--- src/rtl/uart_rx.sv ---
// 8N1 UART receiver: synchronizes the rx pin, recovers bytes with mid-bit sampling
// and offers them on a valid/ready stream, flagging framing errors and overruns.
module uart_rx #(
  parameter int CLK_HZ = 50_000_000,
  parameter int BAUD   = 115_200,
  parameter int SYNC   = 2
) (
  input  logic       clk,
  input  logic       rst,
  input  logic       rx,
  output logic [7:0] data,
  output logic       valid,
  input  logic       ready,
  output logic       frame_err,
  output logic       overrun,
  output logic       busy
);

  localparam int CPB  = CLK_HZ / BAUD;
  localparam int HALF = CPB / 2;
  localparam int CW   = $clog2(CPB);

  localparam logic [CW-1:0] CNT_HALF = CW'(HALF - 1);
  localparam logic [CW-1:0] CNT_BIT  = CW'(CPB - 1);

  // state  | meaning
  // IDLE   | line idle, waiting for a falling edge
  // START  | timing to the middle of the start bit to reject glitches
  // DATA   | sampling eight data bits, LSB first, at bit centres
  // STOP   | sampling the stop bit
  // BREAK  | stop bit was low; wait for the line to return high
  typedef enum logic [2:0] {
    S_IDLE,
    S_START,
    S_DATA,
    S_STOP,
    S_BREAK
  } state_t;

  state_t        state, state_nxt;
  logic [SYNC-1:0] sync_q;
  logic          rs;
  logic [CW-1:0] cnt, cnt_nxt;
  logic [2:0]    idx, idx_nxt;
  logic [7:0]    rx_byte, rx_byte_nxt;
  logic          done, done_nxt;
  logic          ferr_nxt;

  // Synchronizer resets to the idle-high line level so reset never looks like a start bit.
  always_ff @(posedge clk) begin
    if (rst) begin
      sync_q <= '1;
    end else begin
      sync_q <= {sync_q[SYNC-2:0], rx};
    end
  end

  assign rs = sync_q[SYNC-1];

  always_ff @(posedge clk) begin
    if (rst) begin
      state     <= S_IDLE;
      cnt       <= '0;
      idx       <= '0;
      rx_byte   <= '0;
      done      <= 1'b0;
      frame_err <= 1'b0;
    end else begin
      state     <= state_nxt;
      cnt       <= cnt_nxt;
      idx       <= idx_nxt;
      rx_byte   <= rx_byte_nxt;
      done      <= done_nxt;
      frame_err <= ferr_nxt;
    end
  end

  always_comb begin
    state_nxt   = state;
    cnt_nxt     = cnt + CW'(1);
    idx_nxt     = idx;
    rx_byte_nxt = rx_byte;
    done_nxt    = 1'b0;
    ferr_nxt    = 1'b0;
    case (state)
      S_IDLE: begin
        cnt_nxt = '0;
        if (!rs) state_nxt = S_START;
      end
      S_START: begin
        if (cnt == CNT_HALF) begin
          cnt_nxt = '0;
          if (!rs) begin
            state_nxt = S_DATA;
            idx_nxt   = '0;
          end else begin
            state_nxt = S_IDLE;
          end
        end
      end
      S_DATA: begin
        if (cnt == CNT_BIT) begin
          cnt_nxt          = '0;
          rx_byte_nxt[idx] = rs;
          if (idx == 3'd7) state_nxt = S_STOP;
          else             idx_nxt   = idx + 3'd1;
        end
      end
      S_STOP: begin
        if (cnt == CNT_BIT) begin
          cnt_nxt = '0;
          if (rs) begin
            done_nxt  = 1'b1;
            state_nxt = S_IDLE;
          end else begin
            ferr_nxt  = 1'b1;
            state_nxt = S_BREAK;
          end
        end
      end
      S_BREAK: begin
        cnt_nxt = '0;
        if (rs) state_nxt = S_IDLE;
      end
      default: begin
        cnt_nxt   = '0;
        state_nxt = S_IDLE;
      end
    endcase
  end

  // A completed byte is only taken if the output slot is free or being drained this edge.
  always_ff @(posedge clk) begin
    if (rst) begin
      data    <= '0;
      valid   <= 1'b0;
      overrun <= 1'b0;
    end else begin
      overrun <= 1'b0;
      if (done) begin
        if (!valid || ready) begin
          data  <= rx_byte;
          valid <= 1'b1;
        end else begin
          overrun <= 1'b1;
        end
      end else if (valid && ready) begin
        valid <= 1'b0;
      end
    end
  end

  assign busy = (state != S_IDLE);

endmodule

--- config.mk ---
export PLATFORM = sky130hd
export DESIGN_NAME = uart_rx
export DESIGN_NICKNAME = d
export VERILOG_FILES = /design/src/rtl/uart_rx.sv
export SDC_FILE = /design/constraint.sdc
export NUM_CORES = 1
export LEC_CHECK = 0
export CAP_MARGIN = 20
export CORE_MARGIN = 1.5
export CORE_UTILIZATION = 50
export CTS_CLUSTER_SIZE = 14
export DETAILED_ROUTE_END_ITERATION = 12
export GPL_ROUTABILITY_DRIVEN = 0
export PLACE_DENSITY = 0.79
export SLEW_MARGIN = 20
export SYNTH_ARGS = -nofsm -noshare
export SYNTH_HDL_FRONTEND = slang
export SYNTH_SLANG_ARGS = --single-unit
--- constraint.sdc ---
create_clock -name clk -period 2.6 [get_ports clk]
set_input_delay 0.26 -clock clk [delete_from_list [all_inputs] [get_ports clk]]
set_output_delay 0.26 -clock clk [all_outputs]
set_load 0.03 [all_outputs]
==> results of run 1 <==
metal layers:
| metal | GRT usage (%) | share of wire (%) |
|---|---|---|
| met1 | 21.6 | 47 |
| met2 | 29.7 | 46 |
| met3 | 4.90 | 3.6 |
| met4 | 14.3 | 3.5 |
| met5 | 0 | 0 |
cells by family (layout without fill, tap and decap cells):
kind of cell    Yosys count  after routing  share of synthesized area, %
simple gates             77             77                          25.7
flops                    37             37                          44.9
compound gates           19             19                          8.34
buf+inv                  18             35                          5.08
mux                      14             14                          8.49
xor+xnor                  7              7                          3.72
fa+ha+maj                 5              5                          3.79
worst paths after layout:
check | start | to | slack (ns) | depth (start not counted)
max | state[2] | busy | 0.56 | 2
min | sync_q[0] | sync_q[1] | 0.42 | 1
max reg2reg | state[1] | rx_byte[5] | 0.62 | 5
min reg2reg | sync_q[0] | sync_q[1] | 0.42 | 1
state kept, by name, summed over array words and instances (netlist names):
name and count:
frame_err 1, sync_q 2, done 1, idx 3
data 8, cnt 9, rx_byte 8, state 3
valid 1, overrun 1
per-stage QoR:
step | util (%) | setup WS, ns | instances | power [W] | hold slack [ns]
floorplan | - | 0.808 | 177 | 0.000610 | 0.364
global placement | 58.9 | 0.719 | 230 | 0.000619 | 0.392
detailed placement | 58.9 | 0.637 | 230 | 0.000621 | 0.396
CTS | 60.7 | 0.559 | 238 | 0.000918 | 0.426
global route | 60.7 | 0.505 | 238 | 0.000950 | 0.451
finish | 60.7 | 0.558 | 238 | 0.000909 | 0.417
where the power goes:
group	switching (W)	total (W)	internal [W]
Combinational	0.0000201	0.0000337	0.0000135
Clock	0.000200	0.000301	0.000102
Sequential	0.00000493	0.000574	0.000569
layout make-up:
cell class                 count  area [µm²]  share of cell area [%]
tap                           44        55.1                    2.92
inverter                       9        33.8                    1.79
clock buffer                   5        37.5                    1.99
sequential                    37         741                    39.3
timing repair buffer          18         173                    9.17
multi-input combinational    122         826                    43.9
clock inverter                 3        17.5                   0.930
layout by cell type, fill, tap and decap left out, drive strengths merged, types with 2 or more instances in the layout:
| master | count |
|---|---|
| dfxtp | 37 |
| nor2 | 33 |
| clkdlybuf4s50 | 15 |
| mux2i | 14 |
| inv | 9 |
| nand2 | 7 |
| nand3 | 7 |
| a21oi | 5 |
| ha | 5 |
| clkbuf | 5 |
| nor3b | 5 |
| xnor2 | 4 |
| xor2 | 3 |
| buf | 3 |
| or2 | 3 |
| o21ai | 3 |
| nor3 | 3 |
| or3 | 2 |
| nand4bb | 2 |
| o211ai | 2 |
| nor4 | 2 |
| nand3b | 2 |
| a41o | 2 |
| clkinv | 2 |
| or4 | 2 |
==> run summary, run 1 <==
Status = complete, no violations
CTS tree = yes
Routed vias/inst = 5.35
Number of core rows = 20
Setup TNS = 0 ns
DP Area = 1830 µm²
Clock period minus final worst setup slack = 2.04 ns
Syn Inst Count = 177
Period utilization = 78.5%
Starting DRC count in detailed routing = 55
Slew @ Worst Pin = 0.647 ns
Post-synth cell types = 48
Clk_lat worst skew = 0.36 ns
Nets = 202
Slowest stage cell, crit path = clkdlybuf4s50_1
Required @ worst endpoint = 2.34 ns
Relative slew margins = 56.7%
Root Buffer = clkbuf_4
Die area = 3650 µm²
Peak supply drop = 0.000238 V
Largest net degree at the start of global routing = 25
Final Instance Area = 1880 µm²
Hpwl dp = 2060 µm
CTS clk-pin slew, worst paths = 0.11 ns
Max Freq = 490 MHz
Port-buffer cells = 15
WP buf/inv = 1
Top post-synthesis cells by area = dfxtp_1, mux2i_1, nor2_1, ha_1, nor3b_2
Avg WL per Cell = 12.5 µm
Chip Width = 60.5 µm
Commonest cells post-synth = dfxtp_1, nor2_1, mux2i_1
CP Cell Sequence = or3_1 -> clkdlybuf4s50_1
Final Max Slew Viols = 0
Area share of the largest cell type after synthesis = 44.9%
Post-synth top area cell = dfxtp_1
# DRC = 0
Num CTS Buffers = 5
CP endpoint kind = primary output
Ports = 16
Global-route wire length before repair = 5020 µm
Async set-reset flop share out of synthesis = 0%
CP Launch Type = flip-flop
CP Class = reg -> out
ANT nets after route = 0
GR Overflow Total = 0
Core Region = 3100 µm²
Most used DFF post-synth = dfxtp_1
Most frequent cell after synthesis = dfxtp_1
Post-synth EDFFs = 0
Synth-to-layout area growth = 14.1%
Clk sinks = 37
Vert. Die Dim = 60.5 µm
Worst hold path type = reg -> reg
Syn Area/Cell = 9.32 µm²
Post-CTS Setup Bufs = 0
H-tree depth = 2
Top Family by Delay on Critical Path = buffers and inverters
Pleak = 0.756 nW
Flops & latches, synth = 37
Fraction of layout cells with a size suffix above 1 = 9.79%
CP arrival = 1.78 ns
Final-report setup violation count = 0
Antenna cell count = 0
Syn_nets = 186
Ys Warns = 0
Fill cells = 288
DR vias = 1273
Max incr delay on CP = 0.59 ns
Hold Violations, Final = 0
Synthesized area = 1650 µm²
Initial Util = 53.2%
Power density cells = 483 nW/µm²
Initial antenna violation count = 0
Maxcap violations = 0
Unrepaired setup endpoints after global routing = no
Clock Skew = 0.0119 ns
CTS Buffer Depth = 2
Global-route usage over all layers = 18.7%
Seq/Total Area, Yosys = 44.9%
Vias in the first global route = 1224
Hold Buf Count CTS = 0
Post-CTS Resized = 0
Worst-path fanout max = 11
Drt pass-1 iters = 4
Total Wirelength = 2980 µm
Note: power is estimated with default switching activity, not from simulation.
==> run 2, diff against run 1 <==
==> constraint.sdc (replaced) <==
create_clock -name clk -period 2.05 [get_ports clk]
set_input_delay 0.205 -clock clk [delete_from_list [all_inputs] [get_ports clk]]
set_output_delay 0.205 -clock clk [all_outputs]
set_load 0.03 [all_outputs]
==> run 2 against run 1 <==
  * Power rose by 37%
  * Die area did not move
  * Global-route usage fell by 0.55 points
  * Flip-flop and latch count did not move
  * Sequential share of layout area fell by 1.0 points
  * Critical endpoint is now state[2]
  * Highest routed layer unchanged
==> run summary, run 2 (same netlist as run 1, synthesis figures left out) <==
Unrepaired setup endpoints after global routing = no (unchanged)
GR Overflow Total = 0 (unchanged)
Worst hold path type = reg -> reg (unchanged)
Post-CTS Setup Bufs = 0 (unchanged)
Clock period minus final worst setup slack = 1.94 ns
Setup TNS = 0 ns (unchanged)
Number of core rows = 20 (unchanged)
Post-CTS Resized = 0 (unchanged)
CTS clk-pin slew, worst paths = 0.09 ns (was 0.11 ns)
Regs by FF count = cnt: 9 flops, data: 8 flops, rx_byte: 8 flops (unchanged)
Synth-to-layout area growth = 17.1% (was 14.1%)
Period utilization = 94.8%
Max reg flops = 9 (unchanged)
Status = complete, no violations (unchanged)
Starting DRC count in detailed routing = 30 (was 55)
Met3 Use GR = 3.84% (was 4.90%)
Initial antenna violation count = 0 (unchanged)
Maxcap violations = 0 (unchanged)
Global-route wire length before repair = 5020 µm (about the same)
Power density cells = 644 nW/µm² (was 483 nW/µm²)
Final Max Slew Viols = 0 (unchanged)
Fill cells = 278 (was 288)
Clk sinks = 37 (unchanged)
Slowest stage cell, crit path = or4_1 (was clkdlybuf4s50_1)
CP Class = reg -> reg (was reg -> out)
Commonest non-fill, non-tap cell in the layout = dfxtp_1 (unchanged)
Overall power = 0.00124 W (was 0.000909 W)
CP endpoint kind = flip-flop (was primary output)
CP arrival = 2.21 ns (was 1.78 ns)
Nets = 206 (was 202)
DP Area = 1860 µm² (was 1830 µm²)
Total Wirelength = 2960 µm (was 2980 µm)
Pleak = 0.803 nW (was 0.756 nW)
Port-buffer cells = 15 (unchanged)
Hold Buf Count CTS = 0 (unchanged)
Largest net degree at the start of global routing = 25 (unchanged)
Final Util = 62.3% (was 60.7%)
# DRC = 0 (unchanged)
ANT nets after route = 0 (unchanged)
CTS Buffer Depth = 2 (unchanged)
Drt pass-1 iters = 4 (unchanged)
Max Freq = 515 MHz
DR vias = 1294 (was 1273)
H-tree depth = 2 (unchanged)
Relative slew margins = 53.8% (was 56.7%)
Final Instance Area = 1930 µm² (was 1880 µm²)
Die area = 3650 µm² (unchanged)
Clk_lat worst skew = 0.34 ns (was 0.36 ns)
Clock Skew = 0.0115 ns (was 0.0119 ns)
Hpwl dp = 2140 µm (was 2060 µm)
Met1 usage = 23.1% (was 21.6%)
Num CTS Buffers = 5 (unchanged)
Slew @ Worst Pin = 0.690 ns (was 0.647 ns)
WP buf/inv = 0 (was 1)
Area of the multi-input gates = 826 µm² (unchanged)
CP Launch Type = flip-flop (unchanged)
Routed vias/inst = 5.37 (was 5.35)
Ports = 16 (unchanged)
Worst-path fanout max = 7 (was 11)
Avg WL per Cell = 12.3 µm (was 12.5 µm)
CTS tree = yes (unchanged)
Antenna cell count = 0 (unchanged)
Vias in the first global route = 1162 (was 1224)
WHS = 0.423 ns (was 0.417 ns)
Core Region = 3100 µm² (unchanged)
Register Area = 741 µm² (unchanged)
Peak supply drop = 0.000304 V (was 0.000238 V)
Vert. Die Dim = 60.5 µm (unchanged)
Top Family by Delay on Critical Path = simple AND/OR/NAND/NOR gates (was buffers and inverters)
Chip Width = 60.5 µm (unchanged)
Hold Violations, Final = 0 (unchanged)
Initial Util = 53.2% (unchanged)
Max incr delay on CP = 0.51 ns (was 0.59 ns)
Final-report setup violation count = 0 (unchanged)
Top reg by flops = cnt (unchanged)
Most frequent cells in the layout = dfxtp_1, nor2_1, mux2i_1, clkdlybuf4s50_1, inv_1 (was dfxtp_1, nor2_1, clkdlybuf4s50_1)
Fraction of layout cells with a size suffix above 1 = 11.2% (was 9.79%)
Required @ worst endpoint = 2.32 ns (was 2.34 ns)
Root Buffer = clkbuf_4 (unchanged)
Most used routing layer in global routing = met2 (unchanged)
Global-route usage over all layers = 18.2% (was 18.7%)
CP Cell Sequence = ha_1 -> nand4bb_1 -> or2_1 -> a21o_1 -> or4_1 -> o21ai_1 (was or3_1 -> clkdlybuf4s50_1)
Met2 GRT Util = 30.1% (was 29.7%)
==> run 2: cell count changes in the layout (fill, tap and decap cells not counted), sizes merged <==
cell	delta
clkinvlp	-1
clkinv	-1
buf	+4
dlymetal6s2s	+1
clkdlybuf4s50	-1
bufinv	+1
==> run 2: path summary, 6_finish.rpt <==
path                  start         to  slack, ns  cells after the start
setup / recovery     cnt[0]   state[2]       0.11                      6
hold reg to reg   sync_q[0]  sync_q[1]       0.42                      1
hold / removal    sync_q[0]  sync_q[1]       0.42                      1
setup reg to reg     cnt[0]   state[2]       0.11                      6
==> run 2: per-layer routing <==
metal,share of wire (%),wire [µm],vias to the layer above
li1,-,-,651
met1,47,1380,605
met2,48,1420,34
met3,4.2,124,4
met4,1.4,40,0
met5,0,0,-
==> run 2: final cells by class <==
cell class                 count  share of cell area [%]
timing repair buffer          22                    10.6
multi-input combinational    122                    42.7
tap                           44                    2.85
sequential                    37                    38.3
clock buffer                   5                    1.94
inverter                       9                    1.75
clock inverter                 2                    1.81
==> run 2: power by group <==
part | internal (W) | total [W] | switching, W
Sequential | 0.000722 | 0.000724 | 0.00000222
Combinational | 0.0000197 | 0.0000496 | 0.0000299
Clock | 0.000248 | 0.000471 | 0.000223
==> run 2: per-stage QoR <==
step | setup slack [ns] | std cells
finish | 0.106 | 241
CTS | 0.0458 | 241
detailed placement | 0.137 | 234
global route | 0.0296 | 241
floorplan | 0.258 | 177
global placement | 0.215 | 234
==> run 2: worst register-to-register path, cell delays in order (launching register included) <==
cell and delay (ns):
dfxtp_1 0.40, ha_1 0.16, nand4bb_1 0.15, or2_1 0.30, a21o_1 0.27, or4_1 0.51, o21ai_1 0.09
==> run 3, diff against run 2 <==
--- a/config.mk
+++ b/config.mk
@@ -11,7 +11,7 @@
 export CTS_CLUSTER_SIZE = 14
 export DETAILED_ROUTE_END_ITERATION = 12
 export GPL_ROUTABILITY_DRIVEN = 0
-export PLACE_DENSITY = 0.79
+export PLACE_DENSITY = 0.71
 export SLEW_MARGIN = 20
 export SYNTH_ARGS = -nofsm -noshare
 export SYNTH_HDL_FRONTEND = slang
==> run 3 against run 2 <==
  * Die area is the same
  * Register-to-register slack gained 0.05 ns
  * Clock skew shrank 0.00089 ns
  * Critical path type is now reg -> out
  * Flip-flop and latch count is the same
  * Sequential share of layout area grew 0.44 points
  * Sequential power is essentially flat
  * Worst setup slack lost 0.026 ns
  * Fmax shrank 1.3%
  * Highest routed layer unchanged
  * Wire length is essentially flat
==> run summary, run 3 (same netlist as run 1, synthesis figures left out) <==
CP Cell Sequence = buf_4 -> or3_1 -> clkdlybuf4s50_1 (was ha_1 -> nand4bb_1 -> or2_1 -> a21o_1 -> or4_1 -> o21ai_1)
Setup slack, reg-to-reg = 0.16 ns (was 0.11 ns)
Relative slew margins = 53.8% (about the same)
Status = complete, no violations (unchanged)
Largest net degree at the start of global routing = 23 (was 25)
Routed vias/inst = 5.29 (was 5.37)
Nets = 206 (unchanged)
CTS Buffer Depth = 2 (unchanged)
Fin cells = 241 (unchanged)
ANT nets after route = 0 (unchanged)
Root Buffer = clkbuf_4 (unchanged)
Drt pass-1 iters = 4 (unchanged)
Core Region = 3100 µm² (unchanged)
Worst setup path endpoint = busy (was state[2])
Antenna cell count = 0 (unchanged)
Worst hold path type = reg -> reg (unchanged)
Initial Util = 53.2% (unchanged)
Max incr delay on CP = 0.59 ns (was 0.51 ns)
CP Class = reg -> out (was reg -> reg)
Avg WL per Cell = 12.3 µm (about the same)
CP Launch Point = state[2] (was cnt[0])
Pre-CTS WS = 0.133 ns (was 0.137 ns)
Ports = 16 (unchanged)
Power density cells = 600 nW/µm² (was 644 nW/µm²)
DR vias = 1275 (was 1294)
CTS tree = yes (unchanged)
Final worst slack = 0.0810 ns (was 0.106 ns)
Vias in the first global route = 1209 (was 1162)
Max Freq = 508 MHz (was 515 MHz)
Initial antenna violation count = 0 (unchanged)
Synth-to-layout area growth = 16.0% (was 17.1%)
Required @ worst endpoint = 1.85 ns (was 2.32 ns)
DP Area = 1860 µm² (unchanged)
GR Overflow Total = 0 (unchanged)
Period utilization = 96.1% (was 94.8%)
# DRC = 0 (unchanged)
Chip Width = 60.5 µm (unchanged)
Max reg flops = 9 (unchanged)
Hold Violations, Final = 0 (unchanged)
WHS = 0.423 ns (about the same)
Starting DRC count in detailed routing = 82 (was 30)
Hpwl dp = 2100 µm (was 2140 µm)
CP Launch Type = flip-flop (unchanged)
Number of core rows = 20 (unchanged)
Fill cells = 302 (was 278)
Most frequent cells in the layout = dfxtp_1, nor2_1, clkdlybuf4s50_1 (was dfxtp_1, nor2_1, mux2i_1, clkdlybuf4s50_1, inv_1)
CP arrival = 1.76 ns (was 2.21 ns)
Peak supply drop = 0.000427 V (was 0.000304 V)
Worst-path fanout max = 10 (was 7)
Slew @ Worst Pin = 0.689 ns (was 0.690 ns)
Fraction of layout cells with a size suffix above 1 = 11.2% (unchanged)
Regs by FF count = cnt: 9 flops, data: 8 flops, rx_byte: 8 flops (unchanged)
CTS clk-pin slew, worst paths = 0.11 ns (was 0.09 ns)
Vert. Die Dim = 60.5 µm (unchanged)
Setup TNS = 0 ns (unchanged)
Clock Skew = 0.0107 ns (was 0.0115 ns)
Unrepaired setup endpoints after global routing = no (unchanged)
Port-buffer cells = 15 (unchanged)
Final-report setup violation count = 0 (unchanged)
Maxcap violations = 0 (unchanged)
Global-route wire length before repair = 5020 µm (unchanged)
H-tree depth = 2 (unchanged)
Num CTS Buffers = 5 (unchanged)
Clock period minus final worst setup slack = 1.97 ns (was 1.94 ns)
R2R Path End = state[2] (unchanged)
CP endpoint kind = primary output (was flip-flop)
Reg-to-Reg Start = cnt[1] (was cnt[0])
Placed cells = 234 (unchanged)
Clk sinks = 37 (unchanged)
Final Max Slew Viols = 0 (unchanged)
Top reg by flops = cnt (unchanged)
Commonest non-fill, non-tap cell in the layout = dfxtp_1 (unchanged)
Die area = 3650 µm² (unchanged)
Clk_lat worst skew = 0.33 ns (was 0.34 ns)
R2R cell count = 7 (was 6)
Total Wirelength = 2960 µm (about the same)
Slowest stage cell, crit path = clkdlybuf4s50_1 (was or4_1)
Pleak = 0.777 nW (was 0.803 nW)
Global-route usage over all layers = 18.5% (was 18.2%)
Hold Buf Count CTS = 0 (unchanged)
Final Instance Area = 1910 µm² (was 1930 µm²)
[run 3: worst min path at each step]
stage | from | end | depth (start not counted)
after floorplan | rx | sync_q[0] | 1
after global placement | sync_q[0] | sync_q[1] | 1
after detailed placement | sync_q[0] | sync_q[1] | 1
after CTS | rx | sync_q[0] | 2
after global routing | rx | sync_q[0] | 2
final | sync_q[0] | sync_q[1] | 1
[run 3: per-layer routing]
metal / share of wire, % / vias to the layer above / GRT usage (%) / wire, µm
li1: - / 649 / - / -
met1: 48 / 598 / 22.1 / 1420
met2: 47 / 24 / 30.9 / 1400
met3: 3.8 / 4 / 4.90 / 112
met4: 0.84 / 0 / 9.01 / 25
met5: 0 / - / 0 / 0
[run 3: timing repair]
item	in CTS	in global routing
endpoints found under the setup margin	0	2
endpoints found under the hold margin	0	0
gates resized for setup	0	1
setup buffers	0	0
[run 3: area by class of cell]
type	count	area, µm²	share of cell area, %
timing repair buffer	22	203	10.6
clock buffer	7	55.1	2.88
inverter	9	33.8	1.76
sequential	37	742	38.8
tap	44	55.1	2.88
multi-input combinational	122	826	43.1
[run 3: critical path, delay by kind of cell, from the launching register on]
family,cells,cell delay [ns]
DFF,1,0.33
and+or+nand+nor,1,0.36
buffers and inverters,2,0.75
[run 3: stage by stage]
step | utilization, % | power, W
after CTS | 61.7 | 0.00116
after global routing | 61.7 | 0.00120
after floorplan | - | 0.000774
after global placement | 59.9 | 0.000788
after detailed placement | 59.9 | 0.000789
final | 61.7 | 0.00115
[run 3: where the power goes]
| group | leakage, nW | switching [W] | internal (W) |
|---|---|---|---|
| sequential | 0.299 | 0.00000205 | 0.000722 |
| clock | 0.0314 | 0.000214 | 0.000162 |
| combinational | 0.447 | 0.0000295 | 0.0000199 |
| total | 0.777 | 0.000246 | 0.000904 |
